==> config.mk <==
export PLATFORM = sky130hd
export DESIGN_NAME = seg7_display_ctrl_flat
export DESIGN_NICKNAME = d
export VERILOG_FILES = /design/src/rtl/seg7_display_ctrl_if.sv /design/src/rtl/seg7_display_ctrl.sv /design/src/flat_wrapper.sv
export SDC_FILE = /design/constraint.sdc
export NUM_CORES = 1
export LEC_CHECK = 0
export ABC_AREA = 1
export ABC_CLOCK_PERIOD_IN_PS = 2500
export CORE_ASPECT_RATIO = 2
export CORE_MARGIN = 2
export CORE_UTILIZATION = 35
export CTS_CLUSTER_DIAMETER = 100
export DETAILED_ROUTE_END_ITERATION = 12
export GPL_TIMING_DRIVEN = 0
export PLACE_DENSITY = 0.6
export REMOVE_ABC_BUFFERS = 1
export SLEW_MARGIN = 20
export SYNTH_ARGS = -nofsm -noshare
export SYNTH_HDL_FRONTEND = slang
export SYNTH_SLANG_ARGS = --single-unit
==> constraint.sdc <==
create_clock -name clk -period 2.5 [get_ports clk]
set_input_delay 0.5 -clock clk [delete_from_list [all_inputs] [get_ports clk]]
set_output_delay 0.5 -clock clk [all_outputs]
set_load 0.02 [all_outputs]
==> src/rtl/seg7_display_ctrl_if.sv <==
// Handshake and display bus between a score/message source and the
// seven-segment sequencer. The master side offers scores and messages;
// the slave side (the sequencer) acknowledges them and drives the four
// decoder codes, with digit3 as the leftmost digit.
interface seg7_display_ctrl_if;
   logic        score_valid;
   logic [13:0] score;
   logic        score_ready;
   logic        msg_req;
   logic [1:0]  msg_sel;
   logic        msg_ack;
   logic        busy;
   logic [4:0]  digit3;
   logic [4:0]  digit2;
   logic [4:0]  digit1;
   logic [4:0]  digit0;

   modport master (
      output score_valid, score, msg_req, msg_sel,
      input  score_ready, msg_ack, busy, digit3, digit2, digit1, digit0
   );

   modport slave (
      input  score_valid, score, msg_req, msg_sel,
      output score_ready, msg_ack, busy, digit3, digit2, digit1, digit0
   );
endinterface

==> src/rtl/seg7_display_ctrl.sv <==
// Four-digit seven-segment sequencer. It converts binary scores to decimal
// decoder codes by repeated subtraction, and overlays blinking text
// messages for a fixed hold time before the committed score returns.
module seg7_display_ctrl #(
   parameter int unsigned HOLD_CYCLES  = 50_000_000,
   parameter int unsigned BLINK_CYCLES = 12_500_000
) (
   input logic             clk,
   input logic             rst,
   seg7_display_ctrl_if.slave bus
);

   localparam int unsigned HW = (HOLD_CYCLES  > 1) ? $clog2(HOLD_CYCLES)  : 1;
   localparam int unsigned BW = (BLINK_CYCLES > 1) ? $clog2(BLINK_CYCLES) : 1;

   typedef enum logic [1:0] {IDLE, CONV, SHOW_MSG} state_t;
   typedef enum logic [1:0] {PH_THOU, PH_HUND, PH_TENS} phase_t;
   typedef logic [3:0][4:0] digits_t;

   localparam digits_t RESET_DIGITS = {5'd31, 5'd31, 5'd31, 5'd0};

   state_t      state_q, state_d;
   phase_t      phase_q, phase_d;
   logic [13:0] rem_q, rem_d;
   logic [3:0]  cnt_q, cnt_d;
   logic [3:0]  d3c_q, d3c_d;
   logic [3:0]  d2c_q, d2c_d;
   digits_t     com_q, com_d;
   digits_t     dig_q, dig_d;
   digits_t     msg_q, msg_d;
   logic        vis_q, vis_d;
   logic [HW-1:0] hold_q, hold_d;
   logic [BW-1:0] blink_q, blink_d;
   logic        ack_q, ack_d;
   logic        ready_q, ready_d;
   logic        busy_q, busy_d;

   logic        msg_take;
   logic        score_take;
   logic [13:0] weight;
   logic        rem_ge;
   logic        conv_last;
   logic        hold_done;
   logic        blink_wrap;
   logic [13:0] score_clamped;

   function automatic digits_t msg_text(input logic [1:0] sel);
      digits_t t;
      unique case (sel)
         2'd0:    t = {5'd10, 5'd11, 5'd11, 5'd12};
         2'd1:    t = {5'd31, 5'd13, 5'd14, 5'd12};
         2'd2:    t = {5'd15, 5'd16, 5'd17, 5'd14};
         default: t = '1;
      endcase
      return t;
   endfunction

   // Leading zeros in the upper three digits become blank; ones always shows.
   function automatic digits_t blank_codes(input logic [3:0] d3, input logic [3:0] d2,
                                           input logic [3:0] d1, input logic [3:0] d0);
      digits_t t;
      logic    b3, b2, b1;
      b3 = (d3 == 4'd0);
      b2 = b3 && (d2 == 4'd0);
      b1 = b2 && (d1 == 4'd0);
      t[3] = b3 ? 5'd31 : {1'b0, d3};
      t[2] = b2 ? 5'd31 : {1'b0, d2};
      t[1] = b1 ? 5'd31 : {1'b0, d1};
      t[0] = {1'b0, d0};
      return t;
   endfunction

   // Decode conditions shared by the next-state and datapath logic.
   always_comb begin
      msg_take      = bus.msg_req && (state_q != CONV);
      score_take    = (state_q == IDLE) && bus.score_valid && !bus.msg_req;
      score_clamped = (bus.score > 14'd9999) ? 14'd9999 : bus.score;
      unique case (phase_q)
         PH_THOU: weight = 14'd1000;
         PH_HUND: weight = 14'd100;
         default: weight = 14'd10;
      endcase
      rem_ge     = (rem_q >= weight);
      conv_last  = (state_q == CONV) && (phase_q == PH_TENS) && !rem_ge;
      hold_done  = (hold_q == HW'(HOLD_CYCLES - 1));
      blink_wrap = (blink_q == BW'(BLINK_CYCLES - 1));
   end

   // State and datapath registers with synchronous reset.
   always_ff @(posedge clk) begin
      if (rst) begin
         state_q <= IDLE;
         phase_q <= PH_THOU;
         rem_q   <= '0;
         cnt_q   <= '0;
         d3c_q   <= '0;
         d2c_q   <= '0;
         com_q   <= RESET_DIGITS;
         dig_q   <= RESET_DIGITS;
         msg_q   <= '1;
         vis_q   <= 1'b1;
         hold_q  <= '0;
         blink_q <= '0;
         ack_q   <= 1'b0;
         ready_q <= 1'b1;
         busy_q  <= 1'b0;
      end else begin
         state_q <= state_d;
         phase_q <= phase_d;
         rem_q   <= rem_d;
         cnt_q   <= cnt_d;
         d3c_q   <= d3c_d;
         d2c_q   <= d2c_d;
         com_q   <= com_d;
         dig_q   <= dig_d;
         msg_q   <= msg_d;
         vis_q   <= vis_d;
         hold_q  <= hold_d;
         blink_q <= blink_d;
         ack_q   <= ack_d;
         ready_q <= ready_d;
         busy_q  <= busy_d;
      end
   end

   // Next-state selection; messages outrank scores and end a hold early.
   always_comb begin
      state_d = state_q;
      unique case (state_q)
         IDLE: begin
            if (bus.msg_req)
               state_d = (bus.msg_sel == 2'd3) ? IDLE : SHOW_MSG;
            else if (bus.score_valid)
               state_d = CONV;
         end
         CONV: begin
            if (conv_last)
               state_d = IDLE;
         end
         SHOW_MSG: begin
            if (bus.msg_req)
               state_d = (bus.msg_sel == 2'd3) ? IDLE : SHOW_MSG;
            else if (hold_done)
               state_d = IDLE;
         end
         default: state_d = IDLE;
      endcase
   end

   // Datapath and registered-output next values for the current state.
   always_comb begin
      phase_d = phase_q;
      rem_d   = rem_q;
      cnt_d   = cnt_q;
      d3c_d   = d3c_q;
      d2c_d   = d2c_q;
      com_d   = com_q;
      dig_d   = dig_q;
      msg_d   = msg_q;
      vis_d   = vis_q;
      hold_d  = hold_q;
      blink_d = blink_q;
      ack_d   = msg_take;
      ready_d = (state_d == IDLE);
      busy_d  = (state_d != IDLE);

      if (msg_take) begin
         if (bus.msg_sel == 2'd3) begin
            dig_d = com_q;
         end else begin
            msg_d   = msg_text(bus.msg_sel);
            dig_d   = msg_text(bus.msg_sel);
            vis_d   = 1'b1;
            hold_d  = '0;
            blink_d = '0;
         end
      end else begin
         unique case (state_q)
            IDLE: begin
               if (score_take) begin
                  rem_d   = score_clamped;
                  cnt_d   = '0;
                  phase_d = PH_THOU;
               end
            end
            CONV: begin
               if (rem_ge) begin
                  rem_d = rem_q - weight;
                  cnt_d = cnt_q + 4'd1;
               end else begin
                  cnt_d = '0;
                  unique case (phase_q)
                     PH_THOU: begin
                        d3c_d   = cnt_q;
                        phase_d = PH_HUND;
                     end
                     PH_HUND: begin
                        d2c_d   = cnt_q;
                        phase_d = PH_TENS;
                     end
                     default: begin
                        // Tens count and ones remainder are folded straight into the commit.
                        com_d   = blank_codes(d3c_q, d2c_q, cnt_q, rem_q[3:0]);
                        dig_d   = blank_codes(d3c_q, d2c_q, cnt_q, rem_q[3:0]);
                        phase_d = PH_THOU;
                     end
                  endcase
               end
            end
            SHOW_MSG: begin
               if (hold_done) begin
                  hold_d  = '0;
                  blink_d = '0;
                  dig_d   = com_q;
               end else begin
                  hold_d = hold_q + HW'(1);
                  if (blink_wrap) begin
                     blink_d = '0;
                     vis_d   = !vis_q;
                     dig_d   = vis_q ? '1 : msg_q;
                  end else begin
                     blink_d = blink_q + BW'(1);
                  end
               end
            end
            default: ;
         endcase
      end
   end

   assign bus.score_ready = ready_q;
   assign bus.msg_ack     = ack_q;
   assign bus.busy        = busy_q;
   assign bus.digit3      = dig_q[3];
   assign bus.digit2      = dig_q[2];
   assign bus.digit1      = dig_q[1];
   assign bus.digit0      = dig_q[0];

endmodule

==> src/flat_wrapper.sv <==
// flat-port wrapper written by rule: the top's interface ports become plain ports
module seg7_display_ctrl_flat 
#(
   parameter int unsigned HOLD_CYCLES  = 50_000_000,
   parameter int unsigned BLINK_CYCLES = 12_500_000
)
  (clk, rst, bus_score_valid, bus_score, bus_msg_req, bus_msg_sel, bus_score_ready, bus_msg_ack, bus_busy, bus_digit3, bus_digit2, bus_digit1, bus_digit0);
  seg7_display_ctrl_if bus_i ();
  input logic clk;
  input logic rst;
  input wire logic [$bits(bus_i.score_valid)-1:0] bus_score_valid;
  input wire logic [$bits(bus_i.score)-1:0] bus_score;
  input wire logic [$bits(bus_i.msg_req)-1:0] bus_msg_req;
  input wire logic [$bits(bus_i.msg_sel)-1:0] bus_msg_sel;
  output wire logic [$bits(bus_i.score_ready)-1:0] bus_score_ready;
  output wire logic [$bits(bus_i.msg_ack)-1:0] bus_msg_ack;
  output wire logic [$bits(bus_i.busy)-1:0] bus_busy;
  output wire logic [$bits(bus_i.digit3)-1:0] bus_digit3;
  output wire logic [$bits(bus_i.digit2)-1:0] bus_digit2;
  output wire logic [$bits(bus_i.digit1)-1:0] bus_digit1;
  output wire logic [$bits(bus_i.digit0)-1:0] bus_digit0;
  assign bus_i.score_valid = bus_score_valid;
  assign bus_i.score = bus_score;
  assign bus_i.msg_req = bus_msg_req;
  assign bus_i.msg_sel = bus_msg_sel;
  assign bus_score_ready = bus_i.score_ready;
  assign bus_msg_ack = bus_i.msg_ack;
  assign bus_busy = bus_i.busy;
  assign bus_digit3 = bus_i.digit3;
  assign bus_digit2 = bus_i.digit2;
  assign bus_digit1 = bus_i.digit1;
  assign bus_digit0 = bus_i.digit0;
  seg7_display_ctrl #(.HOLD_CYCLES(HOLD_CYCLES), .BLINK_CYCLES(BLINK_CYCLES)) u_core (.clk(clk), .rst(rst), .bus(bus_i));
endmodule
Yosys cells after proc, flatten, opt, wreduce, memory -nomap -nowiden. Cells that the tools add are included.

Register bits: 143. Latch bits: 0. RAM bits: 0. Bits in read-only memories: 0. Input port bits: 20. Output and inout port bits: 23. Word-level logic and storage cells: 130. Memories: 0.

Add/sub/neg operators: 4. Multipliers: 0. Divide/modulo/power cells: 0. $lt $le $gt $ge: 2. Equal/unequal tests: 18. Shift-type cells: 0. Muxes and demuxes: 45. Bitwise operators: 4. Reduce and logical (&&, ||, !) cells: 33.

Operators with widths (number): $mux W20 (7); $mux W24 (5); $mux W26 (4); $pmux W20 S3 (1); $mux W14 (3); $pmux W20 S2 (1); $pmux W14 S2 (1); $reduce_and A4 Y1 (7); $add A26 B1 Y26 const B (1); $eq A26 B26 Y1 const B (1); $add A24 B1 Y24 const B (1); $eq A24 B24 Y1 const B (1); $pmux W10 S2 (1); $mux W2 (8); $mux W5 (3); $ge A14 B10 Y1 (1); $gt A14 B14 Y1 const B (1); $sub A14 B10 Y14 (1); $logic_not A4 Y1 (3); $eq A2 B2 Y1 const B (4); $logic_not A2 Y1 (4); $mux W4 (2); $ne A2 B1 Y1 const B (4); $pmux W2 S2 (2); other kinds (16) (39).

Longest topological paths before layout.
Depth after elaboration: 8. Gate-level depth with buffers: 16. Depth with buffers taken out: 15.

Worst setup path before layout. Ideal clock, no wire load.

Path type: reg-to-reg. Start: register u_core.phase_q[1]. End: register u_core.dig_q (netlist bit u_core.bus.digit1[1]). Library setup time: 0.134 ns. Arrival time: 2.109 ns. Data required time: 2.366 ns. Slack: 0.258 ns. Cell stages (with the launch flop): 16. Buffers on the path: 2. Clock period less this slack: 2.242 ns. Cell sequence: dfxtp_1 buf_6 nor2_1 inv_1 ha_1 nand3_1 nand2_1 nand2_1 nand2_2 nand2_1 nand3_2 nand2_2 nand3_4 buf_4 nand2_1 nand3_1.

Longest elaborated chain between the ends: 5. Elaborated cells between the ends (all ways): 8. Classes of those cells: 1 x order compare; 3 x eq/ne; 1 x mux; 3 x reduce/logical.

RTL lines: from (decl) (RTL line seg7_display_ctrl.sv:23) `phase_t phase_q, phase_d;`; from (signal assigned) (RTL line seg7_display_ctrl.sv:109) `phase_q <= phase_d;`; $eq A2 B1 Y1 / $logic_not A2 Y1 (equally long branches) (RTL line seg7_display_ctrl.sv:78, seg7_display_ctrl.sv:192); $pmux W10 S2 (RTL line seg7_display_ctrl.sv:78) `unique case (phase_q)`; $ge A14 B10 Y1 (RTL line seg7_display_ctrl.sv:83) `rem_ge = (rem_q >= weight);`; $ne A3 B2 Y1 (no source line); $reduce_and A4 Y1 (no source line) *; to (signal assigned) (RTL line seg7_display_ctrl.sv:115) `dig_q <= dig_d;`; to (decl) (RTL line seg7_display_ctrl.sv:29) `digits_t dig_q, dig_d;`.

Every way passes the cells marked *; elsewhere a longest branch is shown, timed or not. A chain may end at the register's enable or synchronous reset.

Worst setup path in the final report.
Start: register u_core.phase_q[0]. End: register u_core.d2c_q[1].

Longest elaborated chain between the ends: 5. Elaborated cells between the ends (all ways): 6. Classes of those cells: 1 x order compare; 1 x eq/ne; 1 x mux; 1 x bitwise; 2 x reduce/logical.

RTL lines: $eq A2 B1 Y1 / $logic_not A2 Y1 (equally long branches) (RTL line seg7_display_ctrl.sv:78, seg7_display_ctrl.sv:192); $pmux W10 S2 (RTL line seg7_display_ctrl.sv:78); $ge A14 B10 Y1 (RTL line seg7_display_ctrl.sv:83); $not A1 Y1 (no source line); $reduce_and A4 Y1 (no source line) *; to (signal assigned) (RTL line seg7_display_ctrl.sv:97) `d2c_q <= '0;`; to (signal assigned) (RTL line seg7_display_ctrl.sv:113) `d2c_q <= d2c_d;`; to (decl) (RTL line seg7_display_ctrl.sv:27) `logic [3:0] d2c_q, d2c_d;`.

Marks and branches as above.

==> reports/results.md <==
| Stage | Quantity | Value |
|---|---|---|
| power and ir drop | Maximum ir drop on the vdd rail | 453 uV |
| layout | Count of nets after finishing | 1,275 |
| placed design | Area after detailed placement | 8180 um^2 |
| critical path | Startpoint-to-endpoint class of the critical path | reg2reg |
| timing | Transition time of the tightest slew-check pin | 0.659 ns |
| power and ir drop | Total power | 5880 uW |
| cts | Clock Tree Buf Depth | 2 |
| cts | Total CTS buffers | 17 |
| critical path | Delay of the slowest cell on the worst path | 0.34 ns |
| power and ir drop | Combinational fraction of design power | 0.209 |
| layout | Final cell count without fillers | 1,520 |
| critical path | Worst Setup End Kind | register |
| critical path | Critical path data arrival time | 2.71 ns |
| cts | TritonCTS clock tree | done |
| power and ir drop | Power density over cell area | 630 nW/um^2 |
| timing | Largest clock skew in the final design | 0.00847 ns |
| synthesis | Top FF cell, synth | sky130_fd_sc_hd__dfxtp_1 |
| drt | Final routed DRC violation total | 0 |
| timing | Final Cycle Share | 0.955 |
| layout | Highest-count cells in the layout ignoring fill and taps | sky130_fd_sc_hd__nand2_1 (311), sky130_fd_sc_hd__nor2_1 (161), sky130_fd_sc_hd__dfxtp_1 (127) |
| layout | Most common library cell in the layout ignoring fill and taps | sky130_fd_sc_hd__nand2_1 |
| layout | Fraction of layout instances using a drive strength above 1 | 0.110 |
| drt | Total iterations of the first detailed-routing run | 5 |
| layout | Area Overhead vs Synth | 22.1% |
| timing | Hold Violations, Final | 0 |
| cts | Clock insertion delay at the later pin of the skew report | 0.44 ns |
| critical path | Startpoint type of the worst setup path | register |
| critical path | Sequence of cells on the critical path | inv_2 > nor2_4 > ha_4 > a21oi_2 > nand2_2 > nand2_1 > nand2_2 > nand2_4 > nand4_1 > buf_4 > buf_4 > nor3_1 > nor2_1 |
| grt | Vias in the first global route | 7,602 |
| synthesis | Number of synthesized register bits | 130 |
| grt | Antenna violations before repair | 0 |
| synthesis | Fraction of registers with async set or reset after synthesis | 0 |
| timing | Worst Setup Slack, final | 0.112 ns |
| drt | Average wire per cell in the routed design | 15.7 um |
| worst hold path | Hold crit path type | reg2reg |
| layout | Area taken by multi-input logic gates | 4700 um^2 |
| cts | Hold bufs inserted after CTS | 0 |
| drt | Wire length reported by the detailed router | 23.9 mm |
| power and ir drop | Relative contribution of the clock network to total power | 0.406 |
| synthesis | Register area share after synthesis | 0.341 |
| power and ir drop | Net switching power | 1780 uW |
| cts | Max H-tree Level | 4 |
| floorplan | Starting Density | 0.356 |
| placed design | Cells after DPL | 1,460 |
| synthesis | Post-synthesis instance area | 7640 um^2 |
| drt | Antenna-violating nets left | 0 |
| timing | Post-route minimum period | 2.39 ns |
| cts | Register clock-pin slew on the reported worst setup and hold paths | 0.06 ns |
| drt | Total number of vias | 7,830 |
| grt | First-pass GRT wire length | 37.7 mm |
| layout | Count of fill cells added during filler insertion | 2,339 |
| grt | Overflow after GRT | 0 |
| job | Max-capacitance violation count | 0 |
| critical path | Data required time at the worst endpoint | 2.82 ns |
| run status | Status | completed |
| cts | # clock sinks | 130 |
| floorplan | Row cnt | 76 |
| floorplan | I/O Pins | 43 |
| cts | Root buffer cell | sky130_fd_sc_hd__clkbuf_16 |
| placed design | Placer Congestion | 0.870 |
| power and ir drop | Leak | 0.00386 uW |
| power and ir drop | Sequential fraction of design power | 0.385 |
| critical path | Max FO, Critical Path | 5 |
| grt | Maximum number of pins on one net before global-route repair | 61 |
| floorplan | Die Outline Area | 23,100 um^2 |
| synthesis | Count of mapped cells out of synthesis | 1,186 |
| floorplan | Die X | 108 um |
| floorplan | Height of the die | 213 um |
| floorplan | Core region area | 21,500 um^2 |
| critical path | Library cell contributing the largest single delay on the critical path | sky130_fd_sc_hd__dfxtp_2 |
| power and ir drop | Share of total power consumed by net switching | 0.303 |
| timing | Maximum clock rate | 419 MHz |
| timing | Total count of max-transition violations in the final report | 0 |
| layout | Sequential cell area | 2610 um^2 |
| synthesis | Average footprint of a synthesized cell | 6.44 um^2 |
| placed design | HPWL after DPL | 16.9 mm |
| timing | Slew Limit Headroom | 0.561 |
| layout | # diodes | 0 |
| timing | Final setup violation count | 0 |
| synthesis | Number of enable-type register cells in the synthesized netlist | 0 |
| placed design | Worst slack after detailed placement | -1.35 ns |
| placed design | Total of buffers placed on input and output ports | 42 |
| synthesis | Netlist cell types | 48 |
| drt | 1st-iter DRT viols | 426 |
| power and ir drop | Pint | 4100 uW |
| synthesis | YS warnings | 0 |
| grt | All-Layer GR Usage | 0.214 |
| layout | Final design area excluding fillers | 9330 um^2 |
| drt | Routed vias/inst | 5.15 |
==> worst paths after layout <==
| kind | startpoint | end | slack [ns] | cells after the start |
|---|---|---|---|---|
| max | u_core.phase_q[0] | u_core.d2c_q[1] | 0.11 | 13 |
| min | u_core.msg_q[0] | u_core.msg_q[0] | 0.45 | 2 |
| max reg2reg | u_core.phase_q[0] | u_core.d2c_q[1] | 0.11 | 13 |
| min reg2reg | u_core.msg_q[0] | u_core.msg_q[0] | 0.45 | 2 |
==> through the flow <==
stage / hold slack [ns] / setup TNS [ns] / util
floorplan: 0.413 / -1.66 / -
global placement: 0.426 / -229.59 / 0.380
detailed placement: 0.434 / -93.02 / 0.381
CTS: 0.448 / 0 / 0.419
global route: 0.456 / -0.175 / 0.434
finish: 0.448 / 0 / 0.434
==> sequential cells by signal, summed over array words and instances, names as in the netlist, 2 cells and up <==
register	cells
u_core.msg_q	7
u_core.blink_q	24
u_core.hold_q	26
u_core.cnt_q	4
u_core.d3c_q	4
u_core.rem_q	14
u_core.com_q	19
u_core.phase_q	2
u_core.bus.digit3	5
u_core.bus.digit2	5
u_core.bus.digit0	5
u_core.d2c_q	4
u_core.state_q	2
u_core.bus.digit1	5
==> what timing repair did <==
action | 4_1_cts | 5_1_grt
gates resized for setup | 39 | 40
gates cloned | 3 | 0
hold endpoints to repair | 0 | 0
setup endpoints to repair | 127 | 94
setup buffers | 8 | 17
pin swaps | 4 | 7
==> layer usage <==
layer,global-route usage,up-vias,share of wire
li1,-,3967,-
met1,0.197,3620,0.35
met2,0.413,168,0.56
met3,0.0366,75,0.025
met4,0.143,0,0.065
met5,0,-,0
==> kinds of logic (layout without fill, tap and decap cells) <==
kind of cell	after synthesis	count (layout)	share of synthesized area
compound gates	187	187	0.134
simple gates	679	682	0.387
fa+ha+maj	21	21	0.0354
buf+inv	154	212	0.0863
xor+xnor	15	15	0.0172
flops	130	130	0.341
==> final cells by class <==
type	count	area share
clock buffer	27	0.0539
clock inverter	5	0.00536
inverter	112	0.0507
multi-input combinational	905	0.503
sequential	130	0.280
tap	273	0.0366
timing repair buffer	68	0.0707
==> worst max-delay path: cells and delay by family, from the launching register on <==
family | cells | cell delay, ns
and+or+nand+nor | 8 | 1.04
adders and majority gates | 1 | 0.25
AOI/OAI and AO/OA | 1 | 0.16
buffers and inverters | 3 | 0.48
DFF | 1 | 0.34
==> power groups by stage <==
stage          Clock, uW  Sequential [uW]  Combinational, uW
6_report            2380             2270               1230
4_1_cts             2420             2260               1170
3_3_place_gp           0             2300               1050
2_1_floorplan          0             2360                590
3_5_place_dp           0             2310               1050
5_1_grt             2510             2280               1350
==> cells in the mapped netlist (2+ instances only) <==
cell type	count	area share
sky130_fd_sc_hd__nand2_2	10	0.0082
sky130_fd_sc_hd__clkbuf_1	20	0.0098
sky130_fd_sc_hd__buf_2	8	0.0052
sky130_fd_sc_hd__inv_2	7	0.0034
sky130_fd_sc_hd__ha_1	20	0.033
sky130_fd_sc_hd__a21oi_1	79	0.052
sky130_fd_sc_hd__a211oi_1	3	0.0029
sky130_fd_sc_hd__and2_1	2	0.0016
sky130_fd_sc_hd__nor3b_1	3	0.0029
sky130_fd_sc_hd__nor3_2	5	0.0066
sky130_fd_sc_hd__buf_4	5	0.0049
sky130_fd_sc_hd__inv_1	105	0.052
sky130_fd_sc_hd__nand3_2	3	0.0039
sky130_fd_sc_hd__and3_1	4	0.0033
sky130_fd_sc_hd__o211ai_1	7	0.0069
sky130_fd_sc_hd__a22oi_1	2	0.0020
sky130_fd_sc_hd__dfxtp_1	130	0.34
sky130_fd_sc_hd__xnor2_1	2	0.0023
sky130_fd_sc_hd__a211o_1	2	0.0023
sky130_fd_sc_hd__o21ai_1	2	0.0013
sky130_fd_sc_hd__buf_1	2	0.00098
sky130_fd_sc_hd__nand4_1	20	0.016
sky130_fd_sc_hd__nand2_4	3	0.0044
sky130_fd_sc_hd__buf_6	7	0.010
sky130_fd_sc_hd__o21ai_0	79	0.052
sky130_fd_sc_hd__nand2_1	316	0.16
sky130_fd_sc_hd__o21a_1	3	0.0029
sky130_fd_sc_hd__xor2_1	13	0.015
sky130_fd_sc_hd__nor2_1	166	0.082
sky130_fd_sc_hd__nor3_1	36	0.024
sky130_fd_sc_hd__o21bai_1	3	0.0029
sky130_fd_sc_hd__or2_2	5	0.0041
sky130_fd_sc_hd__nor2_2	9	0.0074
sky130_fd_sc_hd__nand3_1	91	0.060
No activity file was read; power rests on OpenSTA's default activity.
==> patch 1 (same flow settings) <==
Encoding of `state_t`: now one-hot (3 bits for 3 states).
--- a/src/rtl/seg7_display_ctrl.sv
+++ b/src/rtl/seg7_display_ctrl.sv
@@ -15,3 +15,3 @@
 
-   typedef enum logic [1:0] {IDLE, CONV, SHOW_MSG} state_t;
+   typedef enum logic [2:0] {IDLE = 3'b001, CONV = 3'b010, SHOW_MSG = 3'b100} state_t;
    typedef enum logic [1:0] {PH_THOU, PH_HUND, PH_TENS} phase_t;
Behaviour: no difference found for any inputs over 4 cycles, from zero or initial values and one cycle with rst high; so few cycles prove little.
==> patch 1 against the original RTL <==
- non-clock buffer count grew 9
- hold slack gained 0.0045 ns
- power shrank 6.6%
- via count grew 3.5%
- sequential cell count grew 1
- clock power shrank 3%
- area after synthesis grew 0.70%
- worst setup slack gained 0.018 ns
- maximum frequency grew 0.76%
- design area grew 1.3%
- wire length grew 6.9%
- die area grew 0.68%
- count of clock-buffer cells in the layout shrank 10
- critical endpoint is now u_core.d3c_q[2]
==> patch 1: results (changes against the original RTL) <==
| Metric | Value |
|---|---|
| Outcome | finished clean |
| Ant diodes | 0 (unchanged) |
| Register area share after synthesis | 34.1% (about the same) |
| Critical-path top delay cell | dfxtp_4 |
| Fillers | 2244 (-4.1%) |
| GP Congestion | 0.920 (+5.7%) |
| Synth top cells by count | nand2_1 (287), nor2_1 (170), dfxtp_1 (131), nand3_1 (128), inv_1 (124) |
| Post-Route WL | 25500 µm (+6.9%) |
| Sw power | 0.00170 W (-4.8%) |
| Sequential share of power | 40.7% (+2.2 points) |
| Fmax | 0.422 GHz (+0.76%) |
| I/O Buffers | 42 (unchanged) |
| YS warnings | 0 (unchanged) |
| Worst Path Arrival | 2.73 ns (+0.02 ns) |
| Pin count of the biggest net entering global routing | 58 (-4.9%) |
| Largest registers | u_core.hold_q: 26 flops, u_core.blink_q: 24 flops, u_core.com_q: 19 flops |
| First-pass GRT wire length | 39500 µm (+4.7%) |
| CP top delay family | simple AND/OR/NAND/NOR gates |
| Fin Hold WS | 0.452 ns (+0.00453 ns) |
| CTS Root Buffer Type | clkbuf_16 |
| CTS Buf Count | 17 (unchanged) |
| Leakage Power | 3.83 nW (-0.77%) |
| Bufs on Longest Clock Path | 2 (unchanged) |
| Slowest cell delay on critical path | 0.38 ns (+0.04 ns) |
| First DRT Iteration DRCs | 424 (-0.47%) |
| Vias | 8102 (+3.5%) |
| Slew Limit Fails | 0 (unchanged) |
| Reg clk slew, reported paths | 0.06 ns (about the same) |
| Worst vdd ir | 274 µV (-39%) |
| Total power | 0.00549 W (-6.6%) |
| Asr flop ratio synth | 0% (unchanged) |
| Crit-path max FO | 6 (+1) |
| Post-DP HPWL | 17800 µm (+5.3%) |
| Skew final | 0.0112 ns (+0.00269 ns) |
| NumNets Final | 1298 (+1.8%) |
| Min-delay worst type | reg -> reg |
| Layout cells sized above 1 | 10.3% (-0.70 points) |
| Placement Setup Slack | -1.75 ns (-0.404 ns) |
| Power share of the clock group | 42.1% (+1.5 points) |
| R2r setup slk | 0.13 ns (+0.02 ns) |
| Initial antenna violation count | 0 (unchanged) |
| Vias in the first global route | 7780 (+2.3%) |
| Gr usage total | 22.2% (+0.83 points) |
| Worst-margin pin slew | 0.688 ns (+0.0294 ns) |
| H-tree depth | 4 (unchanged) |
| Skew-Pair Late Insertion Delay | 0.44 ns (about the same) |
| Top cells by area, synth | dfxtp_1 (34%), nand2_1 (14%), nand3_1 (8.3%) |
| Placed cell areas | 8300 µm² (+1.4%) |
| Initial DRT Pass Iterations | 5 (unchanged) |
| Synth unique cells | 43 (-10%) |
-- patch 1: layer usage --
layer	share of wire (%)	wire [µm]	track usage (%)	vias up
li1	-	-	-	4058
met1	34	8560	19.7	3767
met2	58	14700	44.5	197
met3	3.0	755	2.83	80
met4	5.9	1510	14.9	0
met5	0	0	0	-
-- patch 1: timing repair --
item / 4_1_cts / 5_1_grt
cloned: 3 / 1
gates resized for setup: 37 / 14
setup buffers: 15 / 18
hold buffers: 0 / 0
setup endpoints to repair: 120 / 92
endpoints found under the hold margin: 0 / 0
pin swaps: 8 / 7
-- patch 1: worst paths after layout --
check               endpoint  cells past startpoint              start
max reg2reg  u_core.d3c_q[2]                     14  u_core.phase_q[1]
min          u_core.msg_q[0]                      2    u_core.msg_q[0]
max          u_core.d3c_q[2]                     14  u_core.phase_q[1]
min reg2reg  u_core.msg_q[0]                      2    u_core.msg_q[0]
-- patch 1: kinds of logic (layout without fill, tap and decap cells) --
logic type	count (synthesis)	in the layout	synth area share (%)
xor gates and xnor gates	17	17	1.94
DFF	131	131	34.1
buffers and inverters	173	241	9.06
and+or+nand+nor	675	679	39.0
adders and majority gates	17	17	2.86
AOI/OAI and AO/OA	189	189	13.1
-- patch 1: cell type report --
cell class | instances | area share, %
inverter | 132 | 5.51
sequential | 131 | 27.8
timing repair buffer | 77 | 8.29
clock inverter | 15 | 1.18
tap | 273 | 3.61
multi-input combinational | 902 | 49.1
clock buffer | 17 | 4.50
-- patch 1: through the flow --
| stage | instances | utilization, % |
|---|---|---|
| 3_3_place_gp | 1476 | 38.3 |
| 5_1_grt | 1547 | 43.8 |
| 6_report | 1547 | 43.8 |
| 4_1_cts | 1528 | 42.7 |
| 3_5_place_dp | 1478 | 38.4 |
| 2_1_floorplan | 1161 | - |
==> patch 2 (same settings) <==
Made on the original files. `HOLD_CYCLES` is set to 50_000_000 in 2 places; all go to 200_000_000.
--- a/src/rtl/seg7_display_ctrl.sv
+++ b/src/rtl/seg7_display_ctrl.sv
@@ -4,3 +4,3 @@
 module seg7_display_ctrl #(
-   parameter int unsigned HOLD_CYCLES  = 50_000_000,
+   parameter int unsigned HOLD_CYCLES  = 200_000_000,
    parameter int unsigned BLINK_CYCLES = 12_500_000
--- a/src/flat_wrapper.sv
+++ b/src/flat_wrapper.sv
@@ -3,3 +3,3 @@
 #(
-   parameter int unsigned HOLD_CYCLES  = 50_000_000,
+   parameter int unsigned HOLD_CYCLES  = 200_000_000,
    parameter int unsigned BLINK_CYCLES = 12_500_000
Behaviour: same outputs for any inputs over 4 cycles, from zero or initial values and one cycle with rst high; that may be too few to reach the edited logic, so the function may still have changed.
==> patch 2 against the original RTL <==
- via count up 0.34%
- critical path depth up 1
- critical endpoint is now u_core.rem_q[11]
- power up 2.1%
- critical path type unchanged
- die area up 0.41%
- synthesized cell count down 0.67%
- largest cell class unchanged
- final cell count about the same
- clock power up 2%
- sequential cell count up 2
- area after synthesis up 0.43%
- design area up 0.79%
- worst setup slack better by 0.019 ns
- wire length up 2.2%
- global-route usage up 0.44 points
==> patch 2: results (changes against the original RTL) <==
| Metric | Value |
|---|---|
| Outcome | finished clean |
| Layout cells sized above 1 | 12.3% (+1.4 points) |
| Pin count of the biggest net entering global routing | 42 (-31%) |
| First DRT Iteration DRCs | 364 (-15%) |
| Reg-to-reg critical path endpoint | u_core.rem_q[11] |
| Met1 Track Usage GR | 19.0% (-0.70 points) |
| Critical Path Start | u_core.phase_q[1] |
| Register area share after synthesis | 34.4% (+0.38 points) |
| Vias | 7857 (+0.34%) |
| Fin Hold WS | 0.325 ns (-0.123 ns) |
| Placement Setup Slack | -1.01 ns (+0.336 ns) |
| Hold EP | u_core.rem_q[2] |
| Fillers | 2274 (-2.8%) |
| Vias in the first global route | 7684 (+1.1%) |
| Leakage Power | 3.83 nW (-0.77%) |
| Global routing met2 resource utilization | 42.4% (+1.2 points) |
| Wire length on met3 | 663 µm (+11%) |
| Max_slew headroom | 46.4% (-9.7 points) |
| Period Utilization, post-route | 94.8% (-0.75 points) |
| Placed cell areas | 8290 µm² (+1.3%) |
| Synth unique cells | 49 (+2.1%) |
| Met3 Track Usage GR | 3.86% (+0.20 points) |
| Synth Area in Adders | 3.52% (-0.015 points) |
| Gr usage total | 21.8% (+0.44 points) |
| First-pass GRT wire length | 38300 µm (+1.5%) |
| Worst Path Arrival | 2.69 ns (-0.02 ns) |
| Largest registers | u_core.hold_q: 28 flops, u_core.blink_q: 24 flops, u_core.com_q: 19 flops |
| GP Congestion | 0.924 (+6.2%) |
| Worst vdd ir | 446 µV (-1.5%) |
| Worst R2R Path Depth | 14 (+1) |
| Synth top cells by count | nand2_1 (311), nor2_1 (164), dfxtp_1 (132), inv_1 (120), nand3_1 (77) |
| M1 WL | 8250 µm (about the same) |
| Crit-path max FO | 6 (+1) |
| XOR/XNOR share of the synthesized area | 2.05% (+0.34 points) |
| Post-CTS Setup Bufs | 16 (+8) |
| Met2 Routed Length | 13700 µm (+1.4%) |
| NumNets Final | 1278 (+0.24%) |
| Wire length per cell | 16.1 µm (+2.1%) |
| Min-delay worst type | in -> reg |
==> patch 2: cell types whose count changed in the layout (fill, tap and decap cells not counted), moves of 7 or more <==
cell     before  now
nand2_1     311  298
o21ai_1       3   13
inv_2         2    9
nand3_1      89   75
nand2_2      10   21
inv_1       100  117
==> patch 2: power breakdown <==
group | switching, W | internal [W]
combinational | 0.000786 | 0.000478
clock | 0.000962 | 0.00147
sequential | 0.0000903 | 0.00221
total | 0.00184 | 0.00416
==> patch 2: layout make-up <==
type                            count  share of cell area, %
Multi-Input combinational cell    888                   49.6
Sequential cell                   132                   28.1
Timing Repair Buffer               70                   7.53
Inverter                          128                   5.16
Clock buffer                       20                   4.75
Tap cell                          273                   3.63
Clock inverter                     10                   1.17
==> patch 2: stage by stage <==
stage / util [%] / TNS, ns / std cells
finish: 43.8 / 0 / 1521
global route: 43.8 / -0.0530 / 1521
CTS: 42.7 / 0 / 1511
detailed placement: 38.6 / -70.42 / 1461
global placement: 38.4 / -192.83 / 1459
floorplan: - / -0.0101 / 1144
